==> config.mk <==
export PLATFORM = sky130hd
export DESIGN_NAME = song_sequencer
export DESIGN_NICKNAME = d
export VERILOG_FILES = /design/src/rtl/song_sequencer.sv
export SDC_FILE = /design/constraint.sdc
export NUM_CORES = 1
export LEC_CHECK = 0
export ABC_AREA = 1
export CAP_MARGIN = 20
export CORE_MARGIN = 10
export CORE_UTILIZATION = 60
export CTS_CLUSTER_DIAMETER = 60
export DETAILED_ROUTE_END_ITERATION = 7
export PLACE_DENSITY = 0.84
export SYNTH_ARGS = -nofsm -noshare
export SYNTH_HDL_FRONTEND = slang
export SYNTH_SLANG_ARGS = --single-unit
export TNS_END_PERCENT = 1
==> constraint.sdc <==
create_clock -name clk -period 2.6 [get_ports clk]
set_clock_uncertainty 0.05 [all_clocks]
set_input_delay 0.39 -clock clk [delete_from_list [all_inputs] [get_ports clk]]
set_output_delay 0.39 -clock clk [all_outputs]
set_load 0.02 [all_outputs]
==> src/rtl/song_sequencer.sv <==
// song_sequencer: song-position time base for the phrase-ID lookup stage.
//   Tempo tick divider -> step counter within a phrase -> phrase counter walking
//   song positions 1..LAST_ADDR, with optional wrap to LOOP_ADDR.
// Ports:
//   clk, rst_n      single clock, asynchronous active-low reset
//   start, stop     level controls sampled every cycle; stop wins over start
//   loop_en         sampled when the last phrase ends; high wraps to LOOP_ADDR
//   phrase_addr     song position to the lookup stage (0 = silence)
//   step            step index within the current phrase
//   step_strobe     pulse on the first cycle of each step
//   phrase_strobe   pulse on the first cycle of each phrase
//   playing, done   state flags for PLAY / DONE
module song_sequencer #(
    parameter int unsigned TICK_DIV         = 12500,
    parameter int unsigned STEPS_PER_PHRASE = 16,
    parameter int unsigned LAST_ADDR        = 152,
    parameter int unsigned LOOP_ADDR        = 1
) (
    input  logic       clk,
    input  logic       rst_n,
    input  logic       start,
    input  logic       stop,
    input  logic       loop_en,
    output logic [7:0] phrase_addr,
    output logic [3:0] step,
    output logic       step_strobe,
    output logic       phrase_strobe,
    output logic       playing,
    output logic       done
);

    localparam logic [15:0] TickLast = 16'(TICK_DIV - 1);
    localparam logic [3:0]  StepLast = 4'(STEPS_PER_PHRASE - 1);
    localparam logic [7:0]  LastAddr = 8'(LAST_ADDR);
    localparam logic [7:0]  LoopAddr = 8'(LOOP_ADDR);

    typedef enum logic [1:0] {StIdle, StPlay, StDone} state_e;

    state_e      state_q, state_d;
    logic [15:0] tick_q, tick_d;
    logic [3:0]  step_q, step_d;
    logic [7:0]  addr_q, addr_d;
    logic        sstb_q, sstb_d;
    logic        pstb_q, pstb_d;
    logic        playing_q, playing_d;
    logic        done_q, done_d;

    always_ff @(posedge clk or negedge rst_n) begin
        if (!rst_n) begin
            state_q   <= StIdle;
            tick_q    <= '0;
            step_q    <= '0;
            addr_q    <= '0;
            sstb_q    <= 1'b0;
            pstb_q    <= 1'b0;
            playing_q <= 1'b0;
            done_q    <= 1'b0;
        end else begin
            state_q   <= state_d;
            tick_q    <= tick_d;
            step_q    <= step_d;
            addr_q    <= addr_d;
            sstb_q    <= sstb_d;
            pstb_q    <= pstb_d;
            playing_q <= playing_d;
            done_q    <= done_d;
        end
    end

    always_comb begin
        state_d = state_q;
        tick_d  = tick_q;
        step_d  = step_q;
        addr_d  = addr_q;
        sstb_d  = 1'b0;
        pstb_d  = 1'b0;

        if (stop) begin
            state_d = StIdle;
            tick_d  = '0;
            step_d  = '0;
            addr_d  = '0;
        end else if (start) begin
            // Start, restart and start-from-DONE are all the same fresh launch.
            state_d = StPlay;
            tick_d  = '0;
            step_d  = '0;
            addr_d  = 8'd1;
            sstb_d  = 1'b1;
            pstb_d  = 1'b1;
        end else begin
            unique case (state_q)
                StIdle: begin
                    tick_d = '0;
                    step_d = '0;
                    addr_d = '0;
                end
                StPlay: begin
                    if (tick_q == TickLast) begin
                        tick_d = '0;
                        sstb_d = 1'b1;
                        if (step_q == StepLast) begin
                            step_d = '0;
                            pstb_d = 1'b1;
                            if (addr_q < LastAddr) begin
                                addr_d = addr_q + 8'd1;
                            end else if (loop_en) begin
                                addr_d = LoopAddr;
                            end else begin
                                // Song over: silence, and no strobes on entry to DONE.
                                state_d = StDone;
                                addr_d  = '0;
                                sstb_d  = 1'b0;
                                pstb_d  = 1'b0;
                            end
                        end else begin
                            step_d = step_q + 4'd1;
                        end
                    end else begin
                        tick_d = tick_q + 16'd1;
                    end
                end
                StDone: ;
                default: begin
                    state_d = StIdle;
                    tick_d  = '0;
                    step_d  = '0;
                    addr_d  = '0;
                end
            endcase
        end

        playing_d = (state_d == StPlay);
        done_d    = (state_d == StDone);
    end

    assign phrase_addr   = addr_q;
    assign step          = step_q;
    assign step_strobe   = sstb_q;
    assign phrase_strobe = pstb_q;
    assign playing       = playing_q;
    assign done          = done_q;

endmodule

Yosys cells after proc, flatten, opt, wreduce, memory -nomap -nowiden
Cells that the tools add are included.

operators by class
  add/subtract/negate cells = 3
  eq/ne operators = 9
  order comparisons = 1
  reductions and logical operators = 4
  multiplexer cells = 35

operator list
  operator               number
  $mux 16                3
  $mux 8                 5
  $pmux 16 s2            1
  $add 16x1->16 const B  1
  $eq 16x14->1 const B   1
  $mux 4                 4
  $pmux 8 s2             1
  $mux 1                 13
  $mux 2                 6
  $add 8x1->8 const B    1
  $lt 8x8->1 const B     1
  $ne 4x4->1 const B     2
  $pmux 4 s2             1
  $add 4x1->4 const B    1
  $eq 2x1->1 const B     2
  $eq 2x2->1 const B     2
  $eq 4x4->1 const B     1
  $pmux 2 s2             1
  $ne 3x3->1 const B     1
  $reduce_and 3->1       1
  $logic_not 2->1        1
  $reduce_and 2->1       1
  $reduce_or 2->1        1

word-level totals
  output and inout bits = 16
  bits of input ports = 5
  register bits = 34
  logic and storage cells = 60

Logic depth before layout (Yosys ltp)
  word-level depth = 8
  depth in mapped cells = 10
  depth with buffers taken out = 10

Worst setup path after synthesis
OpenSTA, ideal clock, no wires.

  kind = register to register
  start point = register step_q[0], in the netlist step[0]
  end point = register addr_q[0], in the netlist phrase_addr[0]
  library setup time = 0.121 ns
  data required time = 2.429 ns
  path buffers = 1
  slack = 1.095 ns
  period minus slack after synthesis = 1.505 ns
  data arrival time = 1.333 ns
  stages on the path, launching flop included = 8
  cell sequence = dfrtp_1 -> ha_1 -> nand3_1 -> nand2_2 -> nand3_4 -> buf_6 -> nand2_1 -> o21ai_1

between the ends
  word-level cells in the longest chain between the ends = 3

RTL lines
  what                               RTL line  text
  start, declared                    41        logic [3:0] step_q, step_d;
  start signal, assigned             61        step_q <= step_d;
  $eq 4x4->1                         102       if (step_q == StepLast) begin
  $ne 4x4->1 (no source line)        n/a
  $reduce_and 3->1 (no source line)  n/a
  end signal, assigned               62        addr_q <= addr_d;
  end, declared                      42        logic [7:0] addr_q, addr_d;

Every way passes these cells.
A chain may end at the register's enable or synchronous reset.

Worst setup path after layout
  start point = register addr_q[0], in the netlist phrase_addr[0]
  end point = output port phrase_addr[0]

RTL lines
  what           RTL line  text
  end, declared  24        output logic [7:0] phrase_addr,

No word-level cell between the ends.

==> qor.txt <==
vias: 1,717
#FFs+latches synth: 34
Startpoint Class: flip-flop
overflow left after global routing: 0
Syn Inst Count: 258
fill count: 273
Root Buffer: clkbuf_4
Peak VDD IR: 285 uV
Slowest cell on crit path: clkdlybuf4s50_1
CP delay by family, top: buffers and inverters
Seq/Total Area, Yosys: 42.1%
initial antenna violation count: 0
Crit Path Max Fanout: 7
routed wire length: 4120 microns
Die H: 78.1 microns
PwrDens: 390 nW/um^2
Hold Violations, Final: 0
vias in the first global route: 1,548
FP Rows: 21
clock power share: 30.4%
LEAKAGE: 1.02 nW
PortBufs: 20
Crit Path Class: reg -> out
clk buf depth: 2
Net Count, Synth: 266
CP Buf/Inv Count: 1
Die X: 78.1 microns
count of maximum capacitance violations: 0
Cell variety after synth: 30
CP endpoint kind: output pin
NumNets Final: 289
post-CTS setup buffers: 0
Initial Utilization: 61.6%
clk sinks: 34
cell-internal power: 664 uW
pin count of the biggest net entering global routing: 35
synthesized area: 2020 sq um
H-tree depth: 2
Syn Area/Cell: 7.84 sq um
sequential cell area: 851 sq um
Worst EP required: 2.16 ns
placer's final routability congestion estimate: 0.829
critical-path cell list: clkdlybuf4s50_1
n_diodes: 0
final slew viol count: 0
Yosys warnings: 0
Reg2Reg Depth: 9
area of the multi-input gates: 1000 sq um
DR WL/cell: 12.6 microns
R2R setup slack: 0.88 ns
Final ANT Viol Nets: 0
post-route setup TNS: 0 ns
worst stage delay on the critical path: 0.65 ns
number of vias per cell: 5.25
Tightest Pin Transition: 0.418 ns
part of the cycle the worst path needs: 73.2%
r2r endpoint: phrase_addr[5]
first-pass GRT wire length: 7140 microns
core area: 3280 sq um
die area: 6090 sq um
f_max: 0.525 GHz
Final Util: 69.3%
DR pass1 iterations: 4
type of the worst min-delay path: in -> async
Total GRT Usage: 14.2%
share of layout cells above drive strength 1: 12.1%
DRC errors left: 0
TritonCTS clock tree: yes
area delta synth->final: 12.6%
Clk Latency, worst-skew pair: 0.34 ns
Switching Fraction: 25.3%
combinational power share: 8.6%
crit path DAT: 1.46 ns
1st-iter DRT viols: 108
Clock transition at path regs: 0.10 ns
sequential share of power: 61.0%
Num CTS Buffers: 5
cts hold-fix bufs: 0
# setup viols final: 0
status: completed
Switch Pwr: 225 uW
Tmin final: 1.90 ns
Slew headroom: 72.1%
post-cts resize count: 0
IO Pins: 21
dpl hpwl: 3090 microns
RSZ-0062 raised after global routing: no
RR Startpoint: tick_q[0]
## cells in the final DEF (no fill, tap or decap), types with 4 or more instances in the layout
cell type / synthesis / final
clkdlybuf4s50_1: 0 / 20
dfrtp_1: 34 / 34
o21ai_1: 6 / 6
nor3_1: 7 / 7
nand3_1: 20 / 20
clkbuf_4: 0 / 5
nand4_1: 4 / 4
a21oi_1: 11 / 11
inv_1: 25 / 25
xor2_1: 5 / 5
o21ai_0: 9 / 9
nand2_2: 6 / 6
nor2_1: 30 / 30
nand2_1: 63 / 63
nor2_2: 4 / 4
## through the flow
step | total power, mW | hold slack (ns) | std cells | setup WS, ns | cell area (sq um)
finish | 0.889 | 0.391 | 327 | 0.697 | 2280
global route | 0.930 | 0.415 | 327 | 0.633 | 2280
CTS | 0.891 | 0.414 | 327 | 0.699 | 2280
detailed placement | 0.629 | 0.446 | 320 | 0.498 | 2230
global placement | 0.628 | 0.444 | 320 | 0.565 | 2230
floorplan | 0.598 | 0.0444 | 258 | 1.10 | 2020
## synth_stat cells
master / n / area [sq um]
nand3b_1: 2 / 15.0
and3_1: 2 / 12.5
nand2_1: 63 / 236
clkinv_1: 1 / 3.75
nor2_1: 30 / 113
xor2_1: 5 / 43.8
nand2_2: 6 / 37.5
nand4_1: 4 / 25.0
nor3_1: 7 / 35.0
a21oi_1: 11 / 55.1
ha_1: 3 / 37.5
or2_2: 2 / 12.5
o21ai_0: 9 / 45.0
nand3_1: 20 / 100
inv_2: 2 / 7.51
o21ai_2: 2 / 17.5
xnor2_1: 1 / 8.76
nand3_4: 2 / 35.0
dfrtp_1: 34 / 851
clkinv_2: 1 / 5.00
o21ai_1: 6 / 30.0
inv_1: 25 / 93.8
nor2_8: 1 / 20.0
nor2_2: 4 / 25.0
buf_6: 5 / 56.3
nand2_4: 3 / 33.8
nor2_4: 2 / 22.5
o21bai_1: 1 / 7.51
nand3_2: 3 / 30.0
a31oi_1: 1 / 6.26
## metal layers
| layer | vias to the layer above | part of all wire, % | global-route usage, % | routed length, microns |
|---|---|---|---|---|
| li1 | 883 | - | - | - |
| met1 | 798 | 48 | 18.6 | 2000 |
| met2 | 32 | 46 | 21.4 | 1880 |
| met3 | 4 | 5.2 | 5.01 | 216 |
| met4 | 0 | 0.82 | 4.66 | 34 |
| met5 | - | 0 | 0 | 0 |
## cells by family (layout without fill, tap and decap cells)
family,after synthesis,count (layout),share of synthesized area [%]
simple gates,151,151,37.3
fa+ha+maj,3,3,1.86
buf+inv,34,57,8.23
xor+xnor,6,6,2.60
flops,34,34,42.1
compound gates,30,30,7.98
## layout make-up
cell class | count | area share (%)
Multi-Input combinational cell | 190 | 44.1
Clock buffer | 7 | 1.98
Tap cell | 46 | 2.53
Timing Repair Buffer | 21 | 9.13
Sequential cell | 34 | 37.4
Inverter | 29 | 4.84
## worst max path at each step
stage / cells past startpoint / startpoint / endpoint
after floorplan: 7 / step[0] / phrase_addr[0]
after global placement: 9 / stop / phrase_addr[4]
after detailed placement: 9 / stop / phrase_addr[5]
after CTS: 1 / phrase_addr[0] / phrase_addr[0]
after global routing: 1 / phrase_addr[0] / phrase_addr[0]
final: 1 / phrase_addr[0] / phrase_addr[0]
## sequential cells by signal (all words and copies together), names as in the netlist
register and cells:
step_strobe 1, state_q 2, step 4, phrase_strobe 1
tick_q 16, done 1, playing 1, phrase_addr 8
## power by group through the flow
stage / clock [mW] / combinational [mW] / sequential [mW]
3_5_place_dp: 0 / 0.0769 / 0.552
4_1_cts: 0.272 / 0.0775 / 0.542
6_report: 0.270 / 0.0766 / 0.542
3_3_place_gp: 0 / 0.0758 / 0.552
5_1_grt: 0.302 / 0.0846 / 0.543
2_1_floorplan: 0 / 0.0400 / 0.558
(Power assumes the default switching activity.)
